## config.mk

```make
export PLATFORM = sky130hd
export DESIGN_NAME = gpio_button_reader_flat
export DESIGN_NICKNAME = d
export VERILOG_FILES = /design/src/rtl/gpio_pkg.sv /design/src/rtl/gpio_button_reader_if.sv /design/src/rtl/gpio_button_reader_debounce.sv /design/src/rtl/gpio_button_reader.sv /design/src/flat_wrapper.sv
export SDC_FILE = /design/constraint.sdc
export NUM_CORES = 1
export LEC_CHECK = 0
export ABC_CLOCK_PERIOD_IN_PS = 3800
export CELL_PAD_IN_SITES_DETAIL_PLACEMENT = 1
export CELL_PAD_IN_SITES_GLOBAL_PLACEMENT = 2
export CORE_AREA = 3 3 76 85
export CTS_BUF_LIST = sky130_fd_sc_hd__clkbuf_16
export DETAILED_ROUTE_END_ITERATION = 8
export DIE_AREA = 0 0 79 88
export GPL_ROUTABILITY_DRIVEN = 1
export GPL_TIMING_DRIVEN = 0
export HOLD_SLACK_MARGIN = 0.02
export PLACE_DENSITY_LB_ADDON = 0.15
export SETUP_SLACK_MARGIN = 0.5
export SLEW_MARGIN = 25
export SYNTH_ARGS = -nofsm -noshare
export SYNTH_HDL_FRONTEND = slang
export SYNTH_SLANG_ARGS = --single-unit
export TNS_END_PERCENT = 50
```

## constraint.sdc

```tcl
create_clock -name clk -period 3.8 [get_ports clk]
set_input_delay 0.76 -clock clk [delete_from_list [all_inputs] [get_ports clk]]
set_output_delay 0.76 -clock clk [all_outputs]
set_load 0.02 [all_outputs]
```

## src/rtl/gpio_pkg.sv

```systemverilog
// gpio_button_reader shared types.
// Run FSM encoding and button roles.
package gpio_pkg;

  typedef enum logic [1:0] {
    S_IDLE = 2'd0,
    S_REQ  = 2'd1,
    S_RUN  = 2'd2
  } run_state_e;

  localparam int BTN_START = 0;
  localparam int BTN_ABORT = 1;

endpackage

```

## src/rtl/gpio_button_reader_if.sv

```systemverilog
// Run-request handshake between the button
// reader (master) and the core controller.
interface gpio_run_if;

  logic       start_req;
  logic       start_ack;
  logic       cores_done;
  logic       busy;
  logic       abort_pulse;
  logic [7:0] run_count;

  modport master (
    output start_req,
    output busy,
    output abort_pulse,
    output run_count,
    input  start_ack,
    input  cores_done
  );

  modport slave (
    input  start_req,
    input  busy,
    input  abort_pulse,
    input  run_count,
    output start_ack,
    output cores_done
  );

endinterface

```

## src/rtl/gpio_button_reader_debounce.sv

```systemverilog
// One button bit: synchroniser, stability
// counter, debounced level and edge pulses.
module gpio_debounce #(
  parameter int SYNC_STAGES     = 2,
  parameter int DEBOUNCE_CYCLES = 16
) (
  input  logic clk,
  input  logic rst,
  input  logic raw,
  output logic level,
  output logic rise,
  output logic fall
);

  localparam int CW = $clog2(DEBOUNCE_CYCLES);
  localparam logic [CW-1:0] CNT_LAST =
    CW'(DEBOUNCE_CYCLES - 1);

  logic [SYNC_STAGES-1:0] sync_q;
  logic [CW-1:0]          cnt_q;
  logic                   synced;

  assign synced = sync_q[SYNC_STAGES-1];

  always_ff @(posedge clk) begin
    if (rst) begin
      sync_q <= '0;
    end else begin
      sync_q <= {sync_q[SYNC_STAGES-2:0], raw};
    end
  end

  // Level only moves after DEBOUNCE_CYCLES
  // consecutive mismatching samples.
  always_ff @(posedge clk) begin
    if (rst) begin
      cnt_q <= '0;
      level <= 1'b0;
      rise  <= 1'b0;
      fall  <= 1'b0;
    end else begin
      rise <= 1'b0;
      fall <= 1'b0;
      if (synced == level) begin
        cnt_q <= '0;
      end else if (cnt_q == CNT_LAST) begin
        cnt_q <= '0;
        level <= synced;
        rise  <= synced;
        fall  <= ~synced;
      end else begin
        cnt_q <= cnt_q + 1'b1;
      end
    end
  end

endmodule

```

## src/rtl/gpio_button_reader.sv

```systemverilog
// Debounced push-buttons and the start/abort
// run-request FSM towards the core controller.
module gpio_button_reader
  import gpio_pkg::*;
#(
  parameter int NUM_BTN         = 4,
  parameter int SYNC_STAGES     = 2,
  parameter int DEBOUNCE_CYCLES = 16
) (
  input  logic               clk,
  input  logic               rst,
  input  logic [NUM_BTN-1:0] btn_in,
  output logic [NUM_BTN-1:0] btn_level,
  output logic [NUM_BTN-1:0] btn_press,
  output logic [NUM_BTN-1:0] btn_release,
  gpio_run_if.master         run
);

  run_state_e state_q;
  logic       start_p;
  logic       abort_p;

  for (genvar i = 0; i < NUM_BTN; i++) begin : g_btn
    gpio_debounce #(
      .SYNC_STAGES    (SYNC_STAGES),
      .DEBOUNCE_CYCLES(DEBOUNCE_CYCLES)
    ) u_db (
      .clk  (clk),
      .rst  (rst),
      .raw  (btn_in[i]),
      .level(btn_level[i]),
      .rise (btn_press[i]),
      .fall (btn_release[i])
    );
  end

  assign start_p = btn_press[BTN_START];
  assign abort_p = btn_press[BTN_ABORT];

  // Abort outranks ack in REQ and done in RUN.
  always_ff @(posedge clk) begin
    if (rst) begin
      state_q         <= S_IDLE;
      run.start_req   <= 1'b0;
      run.busy        <= 1'b0;
      run.abort_pulse <= 1'b0;
      run.run_count   <= 8'd0;
    end else begin
      run.abort_pulse <= 1'b0;
      unique case (state_q)
        S_IDLE: begin
          if (start_p) begin
            state_q       <= S_REQ;
            run.start_req <= 1'b1;
          end
        end
        S_REQ: begin
          if (abort_p) begin
            state_q         <= S_IDLE;
            run.start_req   <= 1'b0;
            run.abort_pulse <= 1'b1;
          end else if (run.start_ack) begin
            state_q       <= S_RUN;
            run.start_req <= 1'b0;
            run.busy      <= 1'b1;
            run.run_count <= run.run_count + 8'd1;
          end
        end
        S_RUN: begin
          if (abort_p) begin
            state_q         <= S_IDLE;
            run.busy        <= 1'b0;
            run.abort_pulse <= 1'b1;
          end else if (run.cores_done) begin
            state_q  <= S_IDLE;
            run.busy <= 1'b0;
          end
        end
        default: begin
          state_q       <= S_IDLE;
          run.start_req <= 1'b0;
          run.busy      <= 1'b0;
        end
      endcase
    end
  end

endmodule

```

## src/flat_wrapper.sv

```systemverilog
// flat-port wrapper written by rule: the top's interface ports become plain ports
module gpio_button_reader_flat import gpio_pkg::*;
#(
  parameter int NUM_BTN         = 4,
  parameter int SYNC_STAGES     = 2,
  parameter int DEBOUNCE_CYCLES = 16
)
  (clk, rst, btn_in, btn_level, btn_press, btn_release, run_start_req, run_busy, run_abort_pulse, run_run_count, run_start_ack, run_cores_done);
  gpio_run_if run_i ();
  input  logic clk;
  input  logic rst;
  input  logic [NUM_BTN-1:0] btn_in;
  output logic [NUM_BTN-1:0] btn_level;
  output logic [NUM_BTN-1:0] btn_press;
  output logic [NUM_BTN-1:0] btn_release;
  output wire logic [$bits(run_i.start_req)-1:0] run_start_req;
  output wire logic [$bits(run_i.busy)-1:0] run_busy;
  output wire logic [$bits(run_i.abort_pulse)-1:0] run_abort_pulse;
  output wire logic [$bits(run_i.run_count)-1:0] run_run_count;
  input wire logic [$bits(run_i.start_ack)-1:0] run_start_ack;
  input wire logic [$bits(run_i.cores_done)-1:0] run_cores_done;
  assign run_start_req = run_i.start_req;
  assign run_busy = run_i.busy;
  assign run_abort_pulse = run_i.abort_pulse;
  assign run_run_count = run_i.run_count;
  assign run_i.start_ack = run_start_ack;
  assign run_i.cores_done = run_cores_done;
  gpio_button_reader #(.NUM_BTN(NUM_BTN), .SYNC_STAGES(SYNC_STAGES), .DEBOUNCE_CYCLES(DEBOUNCE_CYCLES)) u_core (.clk(clk), .rst(rst), .btn_in(btn_in), .btn_level(btn_level), .btn_press(btn_press), .btn_release(btn_release), .run(run_i));
endmodule
```

# Word level (Yosys, flattened, before mapping)
# Index checks and enable logic that the tools add are counted.
word_totals:
  wordCells: 96
  regBits: 49
  out_inout_bits: 23
classes:
  n_eq_ne: 15
  addsub: 5
  bitwise_logic: 16
  muxes: 16
  reduce_logical: 19
ops:
  columns: ["operator", "n"]
  rows:
  - ["$reduce_or A3 Y1", 8]
  - ["$add A4 B1 Y4 const B", 4]
  - ["$eq A4 B4 Y1 const B", 4]
  - ["$not A1 Y1", 16]
  - ["$mux W2", 5]
  - ["$reduce_and A3 Y1", 3]
  - ["$add A8 B1 Y8 const B", 1]
  - ["$mux W1", 8]
  - ["$reduce_and A2 Y1", 4]
  - ["$ne A2 B2 Y1 const B", 3]
  - ["$ne A3 B3 Y1 const B", 2]
  - ["$pmux W1 S3", 2]
  - ["$pmux W2 S3", 1]
  - ["$eq A1 B1 Y1", 4]
  - ["$reduce_and A4 Y1", 1]
  - ["$reduce_or A2 Y1", 2]
  - ["$eq A2 B1 Y1 const B", 1]
  - ["$eq A2 B2 Y1 const B", 1]
  - ["$logic_not A2 Y1", 1]

# Logic depth before layout (Yosys ltp)
# Gate-level depths: netlist of run 1.
logic_depth:
  ltp_word: 4
  mapped_depth: 5
  ltp_nobuf: 5

# By module
# Synthesis of run 1 repeated with hierarchy kept, for this count alone.
hier_totals:
  cells_unflattened: 185
  hier_area_um2: 1910.6
by_module_without_submodules:
  columns: ["mod", "instances", "cells_each", "area_per_inst_um2"]
  rows:
  - ["gpio_debounce", 4, 28, 309.0]
  - ["gpio_button_reader", 1, 73, 674.4]

# Worst setup path after synthesis of run 1
# OpenSTA, ideal clock, no wires.
synth_path:
  kind: "input to register"
  from: "input run_start_ack"
  to: "register u_core.run.run_count[6]"
  t_required_ns: 3.730
  n_path_buf: 0
  t_arrival_ns: 1.558
  setup_slack_ns: 2.172
  path_stages: 3
  path_cell_list: "nand4b_1 or4_1 a21oi_1"
synth_between:
  elab_chain_len: 1
synth_rtl:
  columns: ["element", "line_no", "rtl"]
  rows:
  - ["from (decl)", "flat_wrapper.sv:20", "input wire logic [$bits(run_i.start_ack)-1:0] run_start_ack;"]
  - ["$reduce_and A3 Y1 (no source line)", null, null]
  - ["to (signal assigned)", "gpio_button_reader.sv:66", "run.run_count <= run.run_count + 8'd1;"]
  - ["to (decl)", "gpio_button_reader_if.sv:16", "output run_count,"]
# No other way between the ends.
# A chain may end at the register's enable or synchronous reset.

# Worst setup path in the final report of run 1
layout_path:
  from: "register u_core.g_btn[1].u_db.rise"
  to: "output btn_press[1]"
layout_rtl:
  columns: ["element", "line_no", "rtl"]
  rows:
  - ["from (decl)", "gpio_button_reader_debounce.sv:11", "output logic rise,"]
  - ["from (signal assigned)", "gpio_button_reader_debounce.sv:49", "rise <= synced;"]
  - ["to (decl)", "flat_wrapper.sv:14", "output logic [NUM_BTN-1:0] btn_press;"]
# No word-level cell between the ends.

==> flow_summary.toml, run 1 <==
[outcome]
status = "complete, no violations"

[timing]
tightestPinTransition_ns = 0.598
setup_slack_ns = 1.53
hold_violations = 0
rsz0062_at_grt = "no"
maxSlewHeadroom = 0.601
fmax_mhz = 440
fin_crit_ns = 2.27
tns_ns = 0
post-route-period-util = 0.598
clock_skew_ns = 0.00572
setup_viol = 0
final_max_slew_viol_count = 0

[critical_path]
critPathMaxStageDelay_ns = 0.59
rrSetupSlack_ns = 2.08
critPathBufInv = 2
end_kind = "primary output"
cp_top_family = "buffers and inverters"
crit_type = "reg2out"
slowest_stage = "clkdlybuf4s50_1"
start_kind = "register"
crit_fanout = 9
cp.required_ns = 3.04
cp.arrival_ns = 1.51
cp_cell_sequence = "buf_4, clkdlybuf4s50_1"

[cts]
cts_buffers = 5
cts_root_buffer = "clkbuf_16"
cts_max_path_buffers = 2
cts_tree = "yes"
clock-sinks = 49
post_cts.repair.setup_buffers = 0
cts.clk_slew.worst_paths_ns = 0.07
clock_latency_ns = 0.28
post_cts_resize_count = 0
hold_buffers = 0
htree_levels = 2

[die]
core_area_um2 = 5730
initial_core_util = 0.340
die_h_um = 88
ios = 31
die_area_um2 = 6950
row_count = 29
die_w_um = 79

[logic_synthesis]
synthAdderAreaFrac = 0.0578
synth_cells = 194
ys_seq_elements = 49
netlist_area_um2 = 1950
synth_warnings = 0
synth_top_family_by_area = "simple AND/OR/NAND/NOR gates"
synth_fp_nets = 211
synth_cell_type_count = 29
async_reset_ff_frac = 0
synth-edff-count = 0
synth_flop_cell = "dfxtp_1"
synth_mux_area_frac = 0.0411
ys_seq_area_frac = 0.503
syn_avg_cell_area_um2 = 10.0
synth_xor_area_frac = 0.0629
synth_compound_area_frac = 0.0379
synthSimpleGateAreaFrac = 0.224

[placement]
hpwl_um = 3010
gp_congestion = 0.725
placed_cell_area_um2 = 2350
dp_slack_ns = 1.47
port_buffers = 30

[power]
p_clk_frac = 0.431
combPwrFrac = 0.028
switching_share = 0.201
cell_internal_pwr_mw = 0.771
powerDensity_nw_per_um2 = 388
vdd_drop_max_mv = 0.211
p_sw_mw = 0.194
p_seq_frac = 0.541
p_leak_nw = 0.999

[final_layout]
drive_gt1_frac = 0.108
stdcell_area_um2 = 2480
num_antenna_cells = 0
nets = 248
area_growth_pct = 27.5

[global_route]
grt_pass1_wl_um = 6980
antenna_found_initial = 0
gr-usage-all-layers = 0.127
grt_overflow = 0
grt_max_degree = 15
grt_pass1_vias = 1512

[worst_hold_path]
hp-class = "reg2reg"

[routing]
finalWirelength_um = 4000
drtAntennaViolNets = 0
drt_iter0_drc = 62
wl_met3_um = 126
wl_met1_um = 1750
wire_per_inst_um = 12.9
wl_met2_um = 2070
vias = 1447
drc = 0
via_per_inst = 4.68
top_layer_used = "met4"
dr.pass1.iters = 4

[job]
maxCapViolations = 0
final timing paths:
kind / start / endpoint / depth (start not counted)
worst max-delay path: u_core.g_btn[1].u_db.rise / btn_press[1] / 2
worst min-delay path: u_core.g_btn[2].u_db.sync_q[0] / u_core.g_btn[2].u_db.sync_q[1] / 1
worst max register to register: u_core.state_q[1] / u_core.run.run_count[7] / 5
worst min register to register: u_core.g_btn[2].u_db.sync_q[0] / u_core.g_btn[2].u_db.sync_q[1] / 1
metrics by stage:
stage / utilization / cells / hold WS [ns] / power [mW]
final: 0.433 / 309 / 0.441 / 0.965
after global routing: 0.433 / 309 / 0.462 / 1.01
after CTS: 0.433 / 309 / 0.444 / 0.980
after detailed placement: 0.409 / 301 / 0.429 / 0.561
after global placement: 0.409 / 301 / 0.427 / 0.560
after floorplan: - / 194 / 0.414 / 0.547
per-layer routing:
layer  up-vias  track usage
met2        21        0.226
li1        719            -
met5         -            0
met1       702        0.149
met3         5       0.0309
met4         0       0.0453
layout make-up:
cell class,instances,area (um^2)
Timing Repair Buffer,30,300
Fill cell,669,3250
Tap cell,77,96.3
Clock inverter,3,13.8
Buffer,16,113
Clock buffer,5,125
Multi-Input combinational cell,121,826
Inverter,8,30.0
Sequential cell,49,981
layout by cell type (no fill, tap or decap), drive strengths merged:
| cell | count |
|---|---|
| xnor2 | 2 |
| o41ai | 1 |
| xor2 | 12 |
| inv | 9 |
| ha | 9 |
| nand2 | 8 |
| nand3 | 11 |
| clkdlybuf4s50 | 30 |
| a21oi | 6 |
| nor3b | 3 |
| nor4b | 8 |
| nand4 | 1 |
| or3 | 3 |
| buf | 14 |
| or4 | 3 |
| o21ai | 4 |
| or3b | 1 |
| o31ai | 2 |
| nand3b | 1 |
| mux2i | 8 |
| dfxtp | 49 |
| nor2b | 10 |
| nor3 | 3 |
| nand4b | 2 |
| nor2 | 19 |
| and3 | 4 |
| clkbuf | 7 |
| clkinv | 2 |
cell families after synthesis:
family | count (synthesis)
adder cells (fa/ha/maj) | 9
flip-flops | 49
XOR/XNOR | 14
multiplexers | 8
AO/OA/AOI/OAI | 13
AND/OR/NAND/NOR | 77
buffers and inverters | 24
power groups by stage:
stage	Sequential (mW)	Clock (mW)	Combinational [mW]
after detailed placement	0.534	0	0.0275
after CTS	0.522	0.430	0.0277
after floorplan	0.533	0	0.0138
after global placement	0.533	0	0.0264
after global routing	0.522	0.459	0.0302
final	0.522	0.415	0.0270
flip-flops by register name, indices dropped and copies added, names as in the netlist:
| register | cells |
|---|---|
| u_core.g_btn.u_db.cnt_q | 16 |
| u_core.g_btn.u_db.fall | 4 |
| u_core.g_btn.u_db.level | 4 |
| u_core.g_btn.u_db.rise | 4 |
| u_core.g_btn.u_db.sync_q | 8 |
| u_core.run.abort_pulse | 1 |
| u_core.run.busy | 1 |
| u_core.run.run_count | 8 |
| u_core.run.start_req | 1 |
| u_core.state_q | 2 |
synth_stat cells, drive strengths merged (2+ instances only):
cell type  number  area [um^2]
a21oi           6         30.0
and3            4         26.3
buf            14          105
clkbuf          2         7.51
dfxtp          49          981
ha              9          113
inv             8         30.0
mux2i           8         80.1
nand2           8         30.0
nand3          11         55.1
nand4b          2         17.5
nor2           19         71.3
nor2b          10         62.6
nor3            3         15.0
nor3b           3         22.5
nor4b           8         70.1
o21ai           4         20.0
o31ai           2         15.0
or3             3         20.0
or4             3         23.8
xnor2           2         17.5
xor2           12          105
Power figures use the tool's default switching activity.
==> inputs of run 2 (changes only) <==
--- a/config.mk
+++ b/config.mk
@@ -5,13 +5,13 @@
 export SDC_FILE = /design/constraint.sdc
 export NUM_CORES = 1
 export LEC_CHECK = 0
-export ABC_CLOCK_PERIOD_IN_PS = 3800
+export ABC_CLOCK_PERIOD_IN_PS = 2200
 export CELL_PAD_IN_SITES_DETAIL_PLACEMENT = 1
 export CELL_PAD_IN_SITES_GLOBAL_PLACEMENT = 2
-export CORE_AREA = 3 3 76 85
+export CORE_AREA = 3 3 78 87
 export CTS_BUF_LIST = sky130_fd_sc_hd__clkbuf_16
 export DETAILED_ROUTE_END_ITERATION = 8
-export DIE_AREA = 0 0 79 88
+export DIE_AREA = 0 0 81 90
 export GPL_ROUTABILITY_DRIVEN = 1
 export GPL_TIMING_DRIVEN = 0
 export HOLD_SLACK_MARGIN = 0.02
==> constraint.sdc (replaced) <==
create_clock -name clk -period 2.2 [get_ports clk]
set_input_delay 0.44 -clock clk [delete_from_list [all_inputs] [get_ports clk]]
set_output_delay 0.44 -clock clk [all_outputs]
set_load 0.02 [all_outputs]
==> flow_summary.toml, run 2 (synthesized netlist as in run 1, its figures left out) <==
[outcome]
status = "complete, no violations"

[die]
die_h_um = 90
ios = 31
die_area_um2 = 7290
core_area_um2 = 5880
initial_core_util = 0.332
die_w_um = 81
row_count = 29

[timing]
setup_viol = 0
hold_violations = 0
tightestPinTransition_ns = 0.503
tns_ns = 0
fmax_mhz = 576
clock_skew_ns = 0.00370
post-route-period-util = 0.789
rsz0062_at_grt = "yes"
fin_crit_ns = 1.73
final_max_slew_viol_count = 0
maxSlewHeadroom = 0.665

[power]
vdd_drop_max_mv = 0.319
powerDensity_nw_per_um2 = 664
p_leak_nw = 1.15

[final_layout]
regMostFlops = "u_core.g_btn.u_db.cnt_q"
layout.cells.non_filler = 312
drive_gt1_frac = 0.136
final_cell_mix = "47 x dfxtp_1, 19 x nor2_1, 17 x buf_4, 15 x clkdlybuf4s50_1, 12 x xor2_1"
mostFrequentLayoutCell = "dfxtp_1"
largest_register_ffs = 16
postLayoutCoreUtil = 0.429
area_growth_pct = 29.4
top_regs = "u_core.g_btn.u_db.cnt_q x16, u_core.g_btn.u_db.sync_q x8, u_core.run.run_count x8"
num_antenna_cells = 0
nets = 251

[placement]
dpl.cell_count = 301
gp_congestion = 0.784
port_buffers = 30
hpwl_um = 3170

[cts]
cts_root_buffer = "clkbuf_16"
cts_max_path_buffers = 2
htree_levels = 2
clock-sinks = 49
clock_latency_ns = 0.29
cts_buffers = 5
cts_tree = "yes"
cts.clk_slew.worst_paths_ns = 0.06

[routing]
drc = 0
drt_iter0_drc = 41
wire_per_inst_um = 13.4
via_per_inst = 4.73
finalWirelength_um = 4190
drtAntennaViolNets = 0
dr.pass1.iters = 3
vias = 1475

[critical_path]
crit_type = "reg2out"
cp.required_ns = 1.76
cp.arrival_ns = 1.29
end_kind = "primary output"
crit_fanout = 1
start_kind = "register"

[global_route]
antenna_found_initial = 0
gr-usage-all-layers = 0.125
grt_pass1_vias = 1566
grt_pass1_wl_um = 7140
grt_max_degree = 15
grt_overflow = 0

[worst_hold_path]
hp-class = "reg2reg"

[job]
maxCapViolations = 0
[run 2: cell count changes in the layout (fill, tap and decap cells not counted), sizes merged]
cell           before  now
clkdlybuf4s50      30   15
inv                 9    8
clkinv              2    3
buf                14   17
dlygate4sd2         0   10
dlymetal6s2s        0    5
[run 2: per-layer routing]
metal  vias up  GRT usage  share of wire
met5         -          0              0
met4         0     0.0465          0.016
met3         6     0.0330          0.030
met2        19      0.221           0.54
met1       717      0.141           0.41
li1        733          -              -
[run 2: report_power, final]
group / internal, mW / switching [mW] / leakage, nW
clock network: 0.412 / 0.317 / 0.0687
registers: 0.896 / 0.00567 / 0.398
logic: 0.0220 / 0.0236 / 0.683
total: 1.33 / 0.347 / 1.15
[run 2: path summary, 6_finish.rpt]
check	startpoint	to	slack, ns	cells past startpoint
max	u_core.g_btn[3].u_db.fall	btn_release[3]	0.47	2
min	u_core.g_btn[1].u_db.sync_q[0]	u_core.g_btn[1].u_db.sync_q[1]	0.44	1
max reg2reg	u_core.state_q[0]	u_core.run.busy	0.54	5
min reg2reg	u_core.g_btn[1].u_db.sync_q[0]	u_core.g_btn[1].u_db.sync_q[1]	0.44	1
[run 2: area by class of cell]
| type | instances | area, um^2 |
|---|---|---|
| fillers | 671 | 3360 |
| flip-flops and latches | 49 | 983 |
| multi-input cells | 121 | 838 |
| repair buffers | 33 | 323 |
| clock buffers | 5 | 125 |
| plain buffers | 16 | 114 |
| well taps | 77 | 96.3 |
| inverters | 8 | 30.0 |
| clock inverters | 3 | 12.5 |
[run 2: stage by stage]
step | setup slack, ns | area [um^2] | hold slack [ns] | power [mW]
final | 0.465 | 2520 | 0.439 | 1.68
after global routing | 0.434 | 2520 | 0.464 | 1.75
after CTS | 0.319 | 2480 | 0.441 | 1.71
after detailed placement | 0.115 | 2350 | 0.425 | 0.970
after global placement | 0.188 | 2350 | 0.424 | 0.967
after floorplan | 0.636 | 1950 | 0.414 | 0.944
[run 2: what timing repair did]
action | CTS | global route
hold buffers | 0 | 0
resized for setup | 11 | 11
endpoints found under the setup margin | 22 | 28
pin swaps | 1 | 1
setup buffers | 1 | 2
[run 2: worst max-delay path, stage by stage, from the launching register on]
cell and delay [ns]:
dfxtp_1 0.33, buf_4 0.10, clkdlybuf4s50_1 0.59
==> inputs of run 3 (changes only) <==
--- a/config.mk
+++ b/config.mk
@@ -5,7 +5,7 @@
 export SDC_FILE = /design/constraint.sdc
 export NUM_CORES = 1
 export LEC_CHECK = 0
-export ABC_CLOCK_PERIOD_IN_PS = 2200
+export ABC_CLOCK_PERIOD_IN_PS = 1800
 export CELL_PAD_IN_SITES_DETAIL_PLACEMENT = 1
 export CELL_PAD_IN_SITES_GLOBAL_PLACEMENT = 2
 export CORE_AREA = 3 3 78 87
==> constraint.sdc (replaced) <==
create_clock -name clk -period 1.8 [get_ports clk]
set_input_delay 0.36 -clock clk [delete_from_list [all_inputs] [get_ports clk]]
set_output_delay 0.36 -clock clk [all_outputs]
set_load 0.02 [all_outputs]
==> flow_summary.toml, run 3 (synthesized netlist as in run 1, its figures left out) <==
[outcome]
status = "complete, no violations"

[routing]
via_per_inst = 4.67
dr.pass1.iters = 2
drt_iter0_drc = 38
finalWirelength_um = 4350
drtAntennaViolNets = 0
vias = 1484
drc = 0
wire_per_inst_um = 13.7

[die]
die_area_um2 = 7290
ios = 31
die_h_um = 90
row_count = 29
initial_core_util = 0.332
core_area_um2 = 5880
die_w_um = 81

[cts]
clock-sinks = 49
htree_levels = 2
cts_max_path_buffers = 2
cts_buffers = 5
cts.clk_slew.worst_paths_ns = 0.07
hold_buffers = 0
cts_root_buffer = "clkbuf_16"
clock_latency_ns = 0.29
cts_tree = "yes"

[final_layout]
regMostFlops = "u_core.g_btn.u_db.cnt_q"
area_growth_pct = 34.9
final_cell_mix = "38 x dfxtp_1, 24 x buf_4, 19 x nor2_1, 13 x buf_2, 12 x xor2_1"
layout.cells.non_filler = 318
drive_gt1_frac = 0.353
nets = 257
mostFrequentLayoutCell = "dfxtp_1"
num_antenna_cells = 0
top_regs = "u_core.g_btn.u_db.cnt_q x16, u_core.g_btn.u_db.sync_q x8, u_core.run.run_count x8"
largest_register_ffs = 16

[critical_path]
crit_type = "reg2reg"
cp_cell_sequence = "inv_4, ha_4, nand4b_1, or4_4, a21oi_2"
end_kind = "register"
start_kind = "register"
crit_path_start = "u_core.state_q[1]"
cp.arrival_ns = 1.78
critPathMaxStageDelay_ns = 0.58
rrSetupSlack_ns = 0.24
cp.required_ns = 2.03
crit_fanout = 5
slowest_stage = "or4_4"
r2r_cells = 5
r2r_start = "u_core.state_q[1]"
reg2reg_to = "u_core.run.run_count[7]"

[timing]
maxSlewHeadroom = 0.719
hold_violations = 0
rsz0062_at_grt = "yes"
holdWs_ns = 0.442
fmax_mhz = 642
fin_crit_ns = 1.56
tightestPinTransition_ns = 0.417
tns_ns = 0
setup_viol = 0
clock_skew_ns = 0.00649
post-route-period-util = 0.865
final_max_slew_viol_count = 0

[placement]
gp_congestion = 0.691
hpwl_um = 3130
dpl.cell_count = 301
port_buffers = 30

[global_route]
grt_pass1_wl_um = 7310
gr-usage-all-layers = 0.124
antenna_found_initial = 0
grt_pass1_vias = 1621
grt_overflow = 0
grt_max_degree = 17

[worst_hold_path]
hp-class = "reg2reg"
hold_depth = 1
hold_end = "u_core.g_btn[1].u_db.sync_q[1]"
worstHoldStart = "u_core.g_btn[1].u_db.sync_q[0]"

[power]
finalPower_mw = 2.07
powerDensity_nw_per_um2 = 787
p_leak_nw = 1.11
vdd_drop_max_mv = 0.402

[job]
maxCapViolations = 0
run 3: how the worst max path moves through the flow:
stage	to	depth (start not counted)
2_1_floorplan	u_core.run.busy	5
5_1_grt	u_core.run.run_count[7]	5
3_3_place_gp	u_core.run.run_count[7]	4
6_report	u_core.run.run_count[7]	5
4_1_cts	btn_press[1]	2
3_5_place_dp	u_core.run.run_count[7]	4
run 3: final cells by class:
class | instances | area, um^2
Clock inverter | 3 | 20.0
Fill cell | 683 | 3250
Tap cell | 77 | 96.3
Timing Repair Buffer | 39 | 313
Buffer | 16 | 120
Clock buffer | 5 | 125
Multi-Input combinational cell | 121 | 912
Sequential cell | 49 | 1010
Inverter | 8 | 32.5
run 3: worst max-delay path, delay by kind of cell, from the launching register on:
family                   cells  cell delay, ns
AND/OR/NAND/NOR              2            0.81
flip-flops                   1            0.35
adder cells (fa/ha/maj)      1            0.15
AO/OA/AOI/OAI                1            0.12
buffers and inverters        1            0.06
run 3: report_power, final:
| part | internal, mW | switching, mW |
|---|---|---|
| Sequential | 1.09 | 0.00713 |
| Combinational | 0.0291 | 0.0309 |
| Clock | 0.515 | 0.402 |
| Total | 1.63 | 0.440 |
run 3: layer usage:
metal,part of all wire,global-route usage
met5,0,0
met4,0.014,0.0423
met3,0.035,0.0290
met2,0.54,0.227
met1,0.41,0.137
run 3: timing repair:
action,in CTS,in global routing
resized for setup,87,25
pin swaps,1,10
setup buffers,1,8
endpoints found under the setup margin,55,45
run 3: stage by stage:
stage           util  instance area [um^2]  setup slack [ns]
3_3_place_gp   0.408                  2400          -0.00790
4_1_cts        0.428                  2520             0.307
3_5_place_dp   0.408                  2400           -0.0732
2_1_floorplan      -                  2000             0.489
5_1_grt        0.447                  2630             0.175
6_report       0.447                  2630             0.243
